--- src/rtl/led_pio_ctrl_if.sv ---
// Avalon-MM slave bus bundle for the LED/PIO controller.
// Master drives address/strobes/writedata; slave returns combinational readdata.
interface led_pio_ctrl_if;
  logic [2:0]  address;
  logic        chipselect;
  logic        write_n;
  logic [31:0] writedata;
  logic [31:0] readdata;

  modport master (output address, chipselect, write_n, writedata, input readdata);
  modport slave  (input address, chipselect, write_n, writedata, output readdata);
endinterface

--- src/rtl/led_pio_ctrl.sv ---
// LED/PIO output controller: DATA with atomic set/clear, per-channel blink, global PWM.
// Register write visible on readdata after the edge; out_port one edge later. No backpressure.
module led_pio_ctrl #(
  parameter int               WIDTH       = 3,
  parameter int               DIV_W       = 24,
  parameter int               PWM_W       = 8,
  parameter logic [WIDTH-1:0] RESET_VALUE = '0
) (
  input  logic             clk,
  input  logic             reset_n,
  led_pio_ctrl_if.slave    bus,
  output logic [WIDTH-1:0] out_port
);

  localparam logic [2:0] A_DATA     = 3'd0;
  localparam logic [2:0] A_MODE     = 3'd1;
  localparam logic [2:0] A_DIV      = 3'd2;
  localparam logic [2:0] A_DUTY     = 3'd3;
  localparam logic [2:0] A_OUTSET   = 3'd4;
  localparam logic [2:0] A_OUTCLEAR = 3'd5;
  localparam logic [2:0] A_STATUS   = 3'd6;

  logic [WIDTH-1:0] data_r;
  logic [WIDTH-1:0] mode_r;
  logic [DIV_W-1:0] div_r;
  logic [PWM_W-1:0] duty_r;
  logic [DIV_W-1:0] div_cnt;
  logic             blink_phase;
  logic [PWM_W-1:0] pwm_cnt;

  logic             wr;
  logic             pwm_on;
  logic [WIDTH-1:0] blink_mask;
  logic [31:0]      rd_dat;
  logic             unused_wd;

  assign wr         = bus.chipselect & ~bus.write_n;
  assign pwm_on     = (duty_r == '1) || (pwm_cnt < duty_r);
  // Blinking channels are gated off while the phase is low; steady channels pass.
  assign blink_mask = blink_phase ? '1 : ~mode_r;
  assign unused_wd  = ^bus.writedata;

  always_ff @(posedge clk) begin
    if (!reset_n) begin
      data_r      <= RESET_VALUE;
      mode_r      <= '0;
      div_r       <= '0;
      duty_r      <= '1;
      div_cnt     <= '0;
      blink_phase <= 1'b1;
      pwm_cnt     <= '0;
      out_port    <= '0;
    end else begin
      out_port <= data_r & blink_mask & {WIDTH{pwm_on}};
      pwm_cnt  <= pwm_cnt + 1'b1;

      // Reprogramming the divider restarts the blink period in the on phase.
      if (wr && bus.address == A_DIV) begin
        div_cnt     <= '0;
        blink_phase <= 1'b1;
      end else if (div_cnt == div_r) begin
        div_cnt     <= '0;
        blink_phase <= ~blink_phase;
      end else begin
        div_cnt <= div_cnt + 1'b1;
      end

      if (wr) begin
        case (bus.address)
          A_DATA:     data_r <= bus.writedata[WIDTH-1:0];
          A_MODE:     mode_r <= bus.writedata[WIDTH-1:0];
          A_DIV:      div_r  <= bus.writedata[DIV_W-1:0];
          A_DUTY:     duty_r <= bus.writedata[PWM_W-1:0];
          A_OUTSET:   data_r <= data_r | bus.writedata[WIDTH-1:0];
          A_OUTCLEAR: data_r <= data_r & ~bus.writedata[WIDTH-1:0];
          default:    ;
        endcase
      end
    end
  end

  always_comb begin
    rd_dat = '0;
    case (bus.address)
      A_DATA:   rd_dat[WIDTH-1:0] = data_r;
      A_MODE:   rd_dat[WIDTH-1:0] = mode_r;
      A_DIV:    rd_dat[DIV_W-1:0] = div_r;
      A_DUTY:   rd_dat[PWM_W-1:0] = duty_r;
      A_STATUS: begin
        rd_dat[0]          = blink_phase;
        rd_dat[16 +: PWM_W] = pwm_cnt;
      end
      default:  rd_dat = '0;
    endcase
  end

  assign bus.readdata = rd_dat;

endmodule

--- src/flat_wrapper.sv ---
// flat-port wrapper written by rule: the top's interface ports become plain ports
module led_pio_ctrl_flat 
#(
  parameter int               WIDTH       = 3,
  parameter int               DIV_W       = 24,
  parameter int               PWM_W       = 8,
  parameter logic [WIDTH-1:0] RESET_VALUE = '0
)
  (clk, reset_n, out_port, bus_address, bus_chipselect, bus_write_n, bus_writedata, bus_readdata);
  led_pio_ctrl_if bus_i ();
  input  logic clk;
  input  logic reset_n;
  output logic [WIDTH-1:0] out_port;
  input wire logic [$bits(bus_i.address)-1:0] bus_address;
  input wire logic [$bits(bus_i.chipselect)-1:0] bus_chipselect;
  input wire logic [$bits(bus_i.write_n)-1:0] bus_write_n;
  input wire logic [$bits(bus_i.writedata)-1:0] bus_writedata;
  output wire logic [$bits(bus_i.readdata)-1:0] bus_readdata;
  assign bus_i.address = bus_address;
  assign bus_i.chipselect = bus_chipselect;
  assign bus_i.write_n = bus_write_n;
  assign bus_i.writedata = bus_writedata;
  assign bus_readdata = bus_i.readdata;
  led_pio_ctrl #(.WIDTH(WIDTH), .DIV_W(DIV_W), .PWM_W(PWM_W), .RESET_VALUE(RESET_VALUE)) u_core (.clk(clk), .reset_n(reset_n), .bus(bus_i), .out_port(out_port));
endmodule
--- config.mk ---
export PLATFORM = sky130hd
export DESIGN_NAME = led_pio_ctrl_flat
export DESIGN_NICKNAME = d
export VERILOG_FILES = /design/src/rtl/led_pio_ctrl_if.sv /design/src/rtl/led_pio_ctrl.sv /design/src/flat_wrapper.sv
export SDC_FILE = /design/constraint.sdc
export NUM_CORES = 1
export LEC_CHECK = 0
export CORE_ASPECT_RATIO = 1.4
export CORE_MARGIN = 1.5
export CORE_UTILIZATION = 47
export CTS_CLUSTER_SIZE = 16
export DETAILED_ROUTE_END_ITERATION = 16
export GPL_TIMING_DRIVEN = 0
export PLACE_DENSITY = 0.72
export SYNTH_ARGS = -nofsm -noshare
export SYNTH_HDL_FRONTEND = slang
export SYNTH_SLANG_ARGS = --single-unit
--- constraint.sdc ---
create_clock -name clk -period 1.5 [get_ports clk]
set_input_delay 0.225 -clock clk [delete_from_list [all_inputs] [get_ports clk]]
set_output_delay 0.225 -clock clk [all_outputs]
set_load 0.02 [all_outputs]
==> impl_metrics.csv, run 1 <==
group,metric,value,unit
status,outcome,"finished, violations left",
status,violations,"negative setup slack",
job,cap_violations,0,
logic_synthesis,ys_seq_area_frac,0.3840,
detailed_routing,dr_wl_met2,5340,µm
critical_path,path_max_fanout,6,
layout,fillers,647,
clocking,clock_path_buffers,2,
detailed_routing,top_layer,"met4",
detailed_routing,firstDrtPassIters,4,
layout,utilization,0.6410,
critical_path,cp.required,1.74,ns
clocking,clk_pin_slew,0.08,ns
critical_path,critPathKind,"flop to flop",
layout,n_antenna_cell,0,
detailed_routing,drcViolationCount,0,
layout,final_cell_mix,"nand2_1 (73), dfxtp_1 (43), xor2_1 (40), nor2_1 (39)",
sta,slew_violations,0,
critical_path,start_kind,"flop",
logic_synthesis,ys_ff_latch,74,
sta,holdWs,0.3399,ns
hold_path,min_path_type,"input pin to flop",
layout,nets,583,
die,die_x,79.57,µm
global_route,grt_max_degree,13,
sta,fin_crit,1.718,ns
sta,clock_skew,0.007435,ns
place,dp_hpwl,7404,µm
detailed_routing,via_per_inst,5.247,
clocking,holdBufCountCts,0,
place,gp_congestion,0.9210,
clocking,cts_tree,"yes",
pwr,p_leak,2.324,nW
global_route,antenna_found_initial,0,
critical_path,worstSetupEndpointType,"flop",
die,die_height,110.2,µm
logic_synthesis,synth_cell_type_count,32,
detailed_routing,wl_per_cell,15.47,µm
clocking,cts_num_sinks,74,
die,start_util,0.4917,
detailed_routing,met1_length,3938,µm
layout,layout-drive-gt1-share,0.2370,
global_route,overflow,0,
pwr,powerDensity,891.8,nW/µm²
detailed_routing,vias,3358,
clocking,htree_num_levels,3,
layout,postLayoutCellArea,5029,µm²
die,ios,74,
pwr,peakVddDrop,0.0008270,V
critical_path,crit_arrival,1.96,ns
sta,setup_slack,-0.2183,ns
clocking,clock-root-buffer,"clkbuf_8",
layout,synthToLayoutAreaGrowth,30.36,%
place,placed_area,4569,µm²
global_route,grt_pass1_vias,3236,
logic_synthesis,avgSynthCellArea,8.497,µm²
die,die_area,8767,µm²
pwr,totalPowerFinal,4.484,mW
sta,clock.fmax,0.5820,GHz
sta,finalHoldViolations,0,
clocking,clk-insertion-delay-late,0.35,ns
sta,fin_crit_sh,1.146,
sta,finalSetupViolCount,28,
place,io_buffer_count,56,
die,row_count,38,
clocking,cts_made_buffers,9,
layout,final_common_cell,"nand2_1",
sta,rsz0062_at_grt,"yes",
logic_synthesis,synthCells,454,
die,core,7845,µm²
logic_synthesis,yosysWarnings,0,
detailed_routing,wl_met3,277,µm
global_route,grt_pass1_wl,15530,µm
logic_synthesis,syn_area,3857,µm²
detailed_routing,routed_wl,9900,µm
detailed_routing,drtAntennaViolNets,0,
detailed_routing,drt_iter0_markers,122,
sta,setup_tns,-5.514,ns
global_route,grt_util_all_layers,0.2343,
[what timing repair did]
item / CTS / global route
gates cloned: 2 / 0
pin swaps: 19 / 4
gates resized for setup: 135 / 36
setup buffers: 8 / 0
endpoints found under the setup margin: 74 / 70
endpoints found under the hold margin: 0 / 0
[report_power, final]
part	leakage, nW	total (mW)	internal, mW	switching (mW)
logic	1.60	0.623	0.321	0.302
clock network	0.119	1.81	1.07	0.738
registers	0.608	2.05	2.01	0.0432
[kinds of logic (layout without fill, tap and decap cells)]
group	after synthesis	in the layout	synth area share
simple gates	205	205	0.2520
flops	74	74	0.3840
xor+xnor	52	52	0.1181
compound gates	47	47	0.08401
buf+inv	39	118	0.05190
mux	27	27	0.07979
fa+ha+maj	9	9	0.02919
other cells	1	8	0.0009721
[layer usage]
layer	global-route usage	vias to the layer above
li1	-	1665
met1	0.2588	1597
met2	0.4243	72
met3	0.04691	24
met4	0.1128	0
met5	0	-
[state kept, by name, summed over array words and instances (netlist names)]
register and flops:
u_core.mode_r 3, u_core.div_cnt 24, u_core.data_r 3, u_core.pwm_cnt 8
u_core.blink_phase 1, u_core.duty_r 8, u_core.div_r 24, u_core.out_port 3
[cells in the mapped netlist]
| cell type | n | share of area |
|---|---|---|
| mux2i_1 | 24 | 0.062 |
| buf_6 | 2 | 0.0058 |
| nor4_1 | 7 | 0.011 |
| nand3b_1 | 1 | 0.0019 |
| dfxtp_1 | 74 | 0.38 |
| nand4b_1 | 1 | 0.0023 |
| nand2_1 | 73 | 0.071 |
| clkbuf_1 | 12 | 0.012 |
| or3_1 | 1 | 0.0016 |
| inv_1 | 10 | 0.0097 |
| a21boi_0 | 30 | 0.058 |
| o22ai_1 | 1 | 0.0016 |
| a21oi_1 | 1 | 0.0013 |
| mux4_2 | 3 | 0.018 |
| nor2b_1 | 13 | 0.021 |
| xnor2_1 | 12 | 0.027 |
| o21ai_0 | 12 | 0.016 |
| nor2_1 | 42 | 0.041 |
| nor3_1 | 4 | 0.0052 |
| conb_1 | 1 | 0.00097 |
| nand3_1 | 21 | 0.027 |
| and4_1 | 2 | 0.0045 |
| o211ai_2 | 1 | 0.0032 |
| a21o_1 | 2 | 0.0039 |
| and3_1 | 20 | 0.032 |
| ha_1 | 9 | 0.029 |
| xor2_1 | 40 | 0.091 |
| nand4_1 | 8 | 0.013 |
| buf_2 | 7 | 0.0091 |
| nand2b_1 | 3 | 0.0049 |
| buf_4 | 8 | 0.016 |
| and2_1 | 9 | 0.015 |
[worst max-delay path: stages (launching register included)]
cell and delay, ns:
dfxtp_2 0.33, xor2_1 0.17, nor4_1 0.30, nand4_1 0.22, o211ai_4 0.35, buf_4 0.19, nor2_1 0.04
[final timing paths]
check / start / to / slack, ns / cells past startpoint
max: u_core.div_r[22] / u_core.div_cnt[2] / -0.22 / 6
min: bus_address[2] / u_core.data_r[1] / 0.34 / 4
min reg2reg: u_core.div_r[1] / u_core.div_r[1] / 0.49 / 2
max reg2reg: u_core.div_r[22] / u_core.div_cnt[2] / -0.22 / 6
[stage by stage]
stage,setup slack (ns),std cells
2_1_floorplan,0.004597,461
3_3_place_gp,-1.078,617
3_5_place_dp,-1.070,617
4_1_cts,-0.1967,640
5_1_grt,-0.3107,640
6_report,-0.2183,640
[area by class of cell]
| type | count | area [µm²] | share of cell area |
|---|---|---|---|
| buffer | 26 | 201.4 | 0.04006 |
| clock buffer | 12 | 165.2 | 0.03284 |
| clock inverter | 4 | 72.57 | 0.01443 |
| inverter | 10 | 37.54 | 0.007465 |
| multi-input combinational | 348 | 2281 | 0.4536 |
| sequential | 74 | 1523 | 0.3028 |
| tap | 100 | 125.1 | 0.02488 |
| timing repair buffer | 66 | 623.1 | 0.1239 |
Note: power is estimated with default switching activity, not from simulation.
==> run 2, diff against run 1 <==
--- a/config.mk
+++ b/config.mk
@@ -11,6 +11,7 @@
 export CTS_CLUSTER_SIZE = 16
 export DETAILED_ROUTE_END_ITERATION = 16
 export GPL_TIMING_DRIVEN = 0
+export MAX_ROUTING_LAYER = met4
 export PLACE_DENSITY = 0.72
 export SYNTH_ARGS = -nofsm -noshare
 export SYNTH_HDL_FRONTEND = slang
==> impl_metrics.csv, run 2 (synthesis gave the netlist of run 1 again) <==
group,metric,value,unit
clocking,htree_num_levels,3,
global_route,antenna_found_initial,0,
place,io_buffer_count,56,
layout,reg.largest.list,"u_core.div_cnt: 24 flops, u_core.div_r: 24 flops",
clocking,cts_tree,"yes",
detailed_routing,drcViolationCount,0,
critical_path,crit_cells,6,
critical_path,cp_cell_sequence,"xor2_1, nor4_1, nand4_1, o211ai_4, buf_4, nor2_1",
global_route,grt_pass1_wl,15530,µm
hold_path,min_path_type,"input pin to flop",
layout,final_common_cell,"nand2_1",
critical_path,rrSetupSlack,-0.21,ns
pwr,peakVddDrop,0.0008286,V
pwr,powerDensity,892.0,nW/µm²
layout,multiInputGateArea,2281,µm²
die,die_height,110.2,µm
critical_path,r2r_cells,6,
layout,layout-drive-gt1-share,0.2370,
critical_path,rr_startpoint,"u_core.div_r[22]",
place,dp_hpwl,7404,µm
critical_path,cp_slowest_stage_delay,0.34,ns
clocking,cts_made_buffers,9,
die,ios,74,
sta,slew_violations,0,
pwr,p_leak,2.324,nW
place,gp_congestion,0.9372,
critical_path,crit_path_start,"u_core.div_r[22]",
detailed_routing,via_per_inst,5.216,
critical_path,critPathTopFamily,"simple AND/OR/NAND/NOR gates",
sta,fin_crit_sh,1.140,
layout,synthToLayoutAreaGrowth,30.36,%
sta,fin_crit,1.709,ns
die,die_area,8767,µm²
status,outcome,"finished, violations left",
sta,finalHoldViolations,0,
critical_path,cp.required,1.74,ns
detailed_routing,wl_per_cell,15.48,µm
clocking,clock_path_buffers,2,
critical_path,critPathKind,"flop to flop",
critical_path,reg2reg_to,"u_core.div_cnt[2]",
status,violations,"negative setup slack",
global_route,grt_pass1_vias,3245,
sta,holdWs,0.3411,ns
critical_path,worstSetupEndpointType,"flop",
critical_path,slowest_stage,"dfxtp_2",
global_route,overflow,0,
detailed_routing,firstDrtPassIters,4,
layout,nets,583,
detailed_routing,routed_wl,9906,µm
global_route,grt_util_all_layers,0.2409,
layout,fillers,647,
clocking,cts_num_sinks,74,
sta,clock.fmax,0.5850,GHz
critical_path,start_kind,"flop",
layout,utilization,0.6410,
layout,final_cell_mix,"nand2_1 (73), dfxtp_1 (43), xor2_1 (40), nor2_1 (39)",
clocking,clk-insertion-delay-late,0.35,ns
job,cap_violations,0,
sta,rsz0062_at_grt,"yes",
clocking,clk_pin_slew,0.08,ns
critical_path,worst-path-buf-inv,1,
sta,setup_tns,-5.284,ns
sta,finalSetupViolCount,28,
die,start_util,0.4917,
layout,n_antenna_cell,0,
clocking,clock-root-buffer,"clkbuf_8",
critical_path,crit_arrival,1.95,ns
die,die_x,79.57,µm
global_route,grt_max_degree,13,
layout,seq_area,1523,µm²
critical_path,path_max_fanout,6,
detailed_routing,drtAntennaViolNets,0,
die,row_count,38,
sta,setup_slack,-0.2093,ns
die,core,7845,µm²
sta,clock_skew,0.007030,ns
critical_path,endpoint,"u_core.div_cnt[2]",
detailed_routing,drt_iter0_markers,129,
detailed_routing,vias,3338,
-- run 2: cell counts in the layout (fill, tap and decap cells not counted) --
No cell type changed its count.
-- run 2: final cells by class --
type	instances	share of cell area
Timing Repair Buffer	66	0.1239
Clock buffer	12	0.03284
Buffer	26	0.04006
Tap cell	100	0.02488
Multi-Input combinational cell	348	0.4536
Clock inverter	4	0.01443
Sequential cell	74	0.3028
Inverter	10	0.007465
-- run 2: report_power, final --
part,internal (mW),switching (mW)
combinational,0.321,0.302
clock,1.07,0.740
sequential,2.01,0.0433
-- run 2: worst reg2reg max path, stage by stage (launching register included) --
cell      delay (ns)
dfxtp_2         0.34
xor2_1          0.18
nor4_1          0.30
nand4_1         0.21
o211ai_4        0.34
buf_4           0.19
nor2_1          0.04
-- run 2: how the worst min path moves through the flow --
stage | slack (ns) | start | depth (start not counted) | end
floorplan | 0.35 | bus_writedata[0] | 2 | u_core.duty_r[0]
global placement | 0.47 | u_core.pwm_cnt[0] | 1 | u_core.pwm_cnt[0]
detailed placement | 0.48 | u_core.pwm_cnt[0] | 1 | u_core.pwm_cnt[0]
CTS | 0.35 | bus_address[2] | 4 | u_core.data_r[2]
global route | 0.37 | bus_address[2] | 4 | u_core.data_r[2]
finish | 0.34 | bus_address[2] | 4 | u_core.data_r[1]
-- run 2: repair_timing --
action | 4_1_cts | 5_1_grt
hold buffers | 0 | 0
pin swaps | 19 | 3
cloned | 2 | 0
buffers inserted | 8 | 0
gates resized for setup | 135 | 36
setup endpoints to repair | 74 | 70
-- run 2: stage by stage --
step                      power [mW]  setup WS [ns]  std cells  cell area [µm²]
after global placement         2.585         -1.078        617             4569
after CTS                      4.488        -0.1967        640             5010
after global routing           4.678        -0.3108        640             5029
after detailed placement       2.595         -1.070        617             4569
final                          4.486        -0.2093        640             5029
after floorplan                2.392       0.004597        461             3884
-- run 2: layer usage --
| layer | vias up | routed length (µm) | GRT usage |
|---|---|---|---|
| met1 | 1584 | 3975 | 0.2583 |
| met5 | - | 0 | - |
| li1 | 1664 | - | - |
| met3 | 21 | 280 | 0.04691 |
| met2 | 69 | 5373 | 0.4249 |
| met4 | 0 | 277 | 0.1128 |
==> run 3, diff against run 2 <==
--- a/config.mk
+++ b/config.mk
@@ -5,6 +5,8 @@
 export SDC_FILE = /design/constraint.sdc
 export NUM_CORES = 1
 export LEC_CHECK = 0
+export ABC_AREA = 1
+export CAP_MARGIN = 20
 export CORE_ASPECT_RATIO = 1.4
 export CORE_MARGIN = 1.5
 export CORE_UTILIZATION = 47
==> impl_metrics.csv, run 3 <==
group,metric,value,unit
layout,seq_area,1531,µm²
place,gp_congestion,0.9520,
logic_synthesis,synthCells,583,
logic_synthesis,avgSynthCellArea,6.808,µm²
hold_path,min_path_type,"input pin to flop",
layout,final_cell_mix,"nand2_1 (138), inv_1 (68), nor2_1 (60), dfxtp_1 (52)",
global_route,grt_max_degree,14,
sta,rsz0062_at_grt,"yes",
layout,nets,718,
logic_synthesis,synth_edf_count,0,
sta,finalSetupViolCount,17,
global_route,antenna_found_initial,0,
logic_synthesis,synth.top_cell.area_share,0.3733,
critical_path,r2r_cells,10,
logic_synthesis,ys_seq_area_frac,0.3733,
sta,slew_violations,0,
layout,fillers,744,
sta,max-slew-margin-rel,0.6579,
sta,fin_crit_sh,1.022,
logic_synthesis,syn_area,3969,µm²
logic_synthesis,ys.flop_type,"dfxtp_1",
logic_synthesis,yosysWarnings,0,
detailed_routing,vias,3987,
sta,worst_pin_slew,0.5078,ns
critical_path,slowest_stage,"dfxtp_4",
sta,clock_skew,0.007366,ns
clocking,clock_path_buffers,2,
place,dp_slack,-1.261,ns
clocking,cts_num_sinks,74,
die,die_area,9013,µm²
place,dp_cells,748,
die,die_height,111.7,µm
place,dp_hpwl,8265,µm
place,io_buffer_count,56,
clocking,clock-root-buffer,"clkbuf_16",
layout,layout-drive-gt1-share,0.2415,
clocking,htree_num_levels,3,
critical_path,rrSetupSlack,-0.03,ns
hold_path,min_path_cells,3,
critical_path,path_max_fanout,10,
detailed_routing,wl_per_cell,14.64,µm
logic_synthesis,synth_cell_type_count,33,
hold_path,hp-start,"bus_address[2]",
clocking,cts_tree,"yes",
layout,reg.largest.list,"u_core.div_cnt: 24 flops, u_core.div_r: 24 flops",
clocking,clk-insertion-delay-late,0.34,ns
sta,clock.fmax,0.6523,GHz
logic_synthesis,synth.most_common_cell,"nand2_1",
detailed_routing,drtAntennaViolNets,0,
layout,final_common_cell,"nand2_1",
layout,synthToLayoutAreaGrowth,34.05,%
pwr,totalPowerFinal,5.087,mW
critical_path,critPathMostFrequentCell,"nand2_1",
logic_synthesis,async_flop_share,0,
logic_synthesis,synth.largest_area_cell,"dfxtp_1",
critical_path,cp_slowest_stage_delay,0.37,ns
logic_synthesis,ys_ff_latch,74,
die,start_util,0.4841,
layout,n_antenna_cell,0,
die,row_count,39,
global_route,grt_util_all_layers,0.2706,
sta,setup_tns,-0.2403,ns
logic_synthesis,synthTopCellsByCount,"nand2_1 (146), inv_1 (84), dfxtp_1 (74), nor2_1 (74), o21ai_0 (38)",
critical_path,start_kind,"flop",
critical_path,rr_startpoint,"u_core.div_cnt[7]",
critical_path,cp_cell_sequence,"inv_4, nand2_1, nand2_1, nor2_2, nand2_1, nor2_2, nand3_2, nand2_4, buf_8, nor2_1",
job,cap_violations,0,
critical_path,worstSetupEndpointType,"flop",
global_route,grt_pass1_vias,3872,
detailed_routing,firstDrtPassIters,5,
clocking,holdBufCountCts,0,
critical_path,crit_path_start,"u_core.div_cnt[7]",
pwr,powerDensity,956.2,nW/µm²
sta,finalHoldViolations,0,
detailed_routing,drt_iter0_markers,205,
critical_path,cp.required,1.73,ns
status,violations,"negative setup slack",
sta,setup_slack,-0.03310,ns
critical_path,critPathKind,"flop to flop",
pwr,peakVddDrop,0.0007787,V
sta,fin_crit,1.533,ns
clocking,clk_pin_slew,0.06,ns
layout,final_cells,777,
global_route,grt_pass1_wl,18080,µm
layout,multiInputGateArea,2202,µm²
global_route,overflow,0,
die,ios,74,
status,outcome,"finished, violations left",
detailed_routing,via_per_inst,5.131,
critical_path,crit_arrival,1.76,ns
detailed_routing,drcViolationCount,0,
die,core,8198,µm²
die,die_x,80.67,µm
logic_synthesis,yosys-top-cells-area,"dfxtp_1 (37%), nand2_1 (14%), inv_1 (7.9%)",
pwr,p_leak,2.268,nW
clocking,cts_made_buffers,9,
detailed_routing,routed_wl,11370,µm
run 3: cell count changes in the layout (fill, tap and decap cells not counted), sizes merged, moves of 12 or more:
cell | before | now
inv | 10 | 89
nand2 | 73 | 148
nor2 | 42 | 77
a21oi | 1 | 35
a21boi | 30 | 2
o21ai | 12 | 40
mux2i | 24 | 0
buf | 33 | 55
xor2 | 40 | 19
and3 | 20 | 0
clkbuf | 26 | 13
clkdlybuf4s15 | 15 | 2
nor2b | 13 | 0
nor3 | 4 | 16
run 3: worst max-delay path: cells and delay by family, from the launching register on:
kind / cells / cell delay, ns
buffers and inverters: 2 / 0.20
and+or+nand+nor: 8 / 0.82
DFF: 1 / 0.37
run 3: worst paths after layout:
| kind | endpoint |
|---|---|
| worst min-delay path | u_core.data_r[0] |
| worst max-delay path | u_core.div_cnt[12] |
| worst max register to register | u_core.div_cnt[12] |
| worst min register to register | u_core.pwm_cnt[0] |
run 3: cell type report:
class | instances | area share
Clock inverter | 7 | 0.01764
Buffer | 22 | 0.03457
Timing Repair Buffer | 68 | 0.1136
Sequential cell | 74 | 0.2879
Clock buffer | 9 | 0.04233
Timing Repair inverter | 1 | 0.001411
Multi-Input combinational cell | 405 | 0.4139
Inverter | 89 | 0.06468
Tap cell | 102 | 0.02399
run 3: what timing repair did:
action	in CTS	in global routing
endpoints found under the setup margin	82	56
pin swaps	10	9
setup buffers	8	3
gates cloned	1	1
gates resized for setup	168	72
run 3: kinds of logic (layout without fill, tap and decap cells):
| family | Yosys count | after routing | share of synthesized area |
|---|---|---|---|
| simple gates | 266 | 266 | 0.2844 |
| buf+inv | 111 | 196 | 0.1267 |
| compound gates | 102 | 102 | 0.1422 |
| flops | 74 | 74 | 0.3733 |
| xor+xnor | 20 | 20 | 0.04414 |
| fa+ha+maj | 9 | 9 | 0.02837 |
| other cells | 1 | 8 | 0.0009449 |
run 3: routing by layer:
layer,vias to the layer above,track usage,routed length [µm]
li1,2008,-,-
met1,1841,0.2842,4369
met2,105,0.4768,6047
met3,33,0.04180,458
met4,0,0.1379,497
met5,-,-,0
run 3: metrics by stage:
stage                     instance area (µm²)  utilization  hold slack [ns]
after global placement                   4683       0.5713           0.4428
after CTS                                5115       0.6239           0.2641
after detailed placement                 4683       0.5713           0.4555
after global routing                     5320       0.6490           0.2045
final                                    5320       0.6490           0.2039
after floorplan                          3995            -           0.3512
run 3: report_power, final:
| group | internal [mW] | switching (mW) |
|---|---|---|
| logic | 0.322 | 0.385 |
| clock network | 1.45 | 0.864 |
| registers | 2.01 | 0.0550 |
| total | 3.78 | 1.30 |
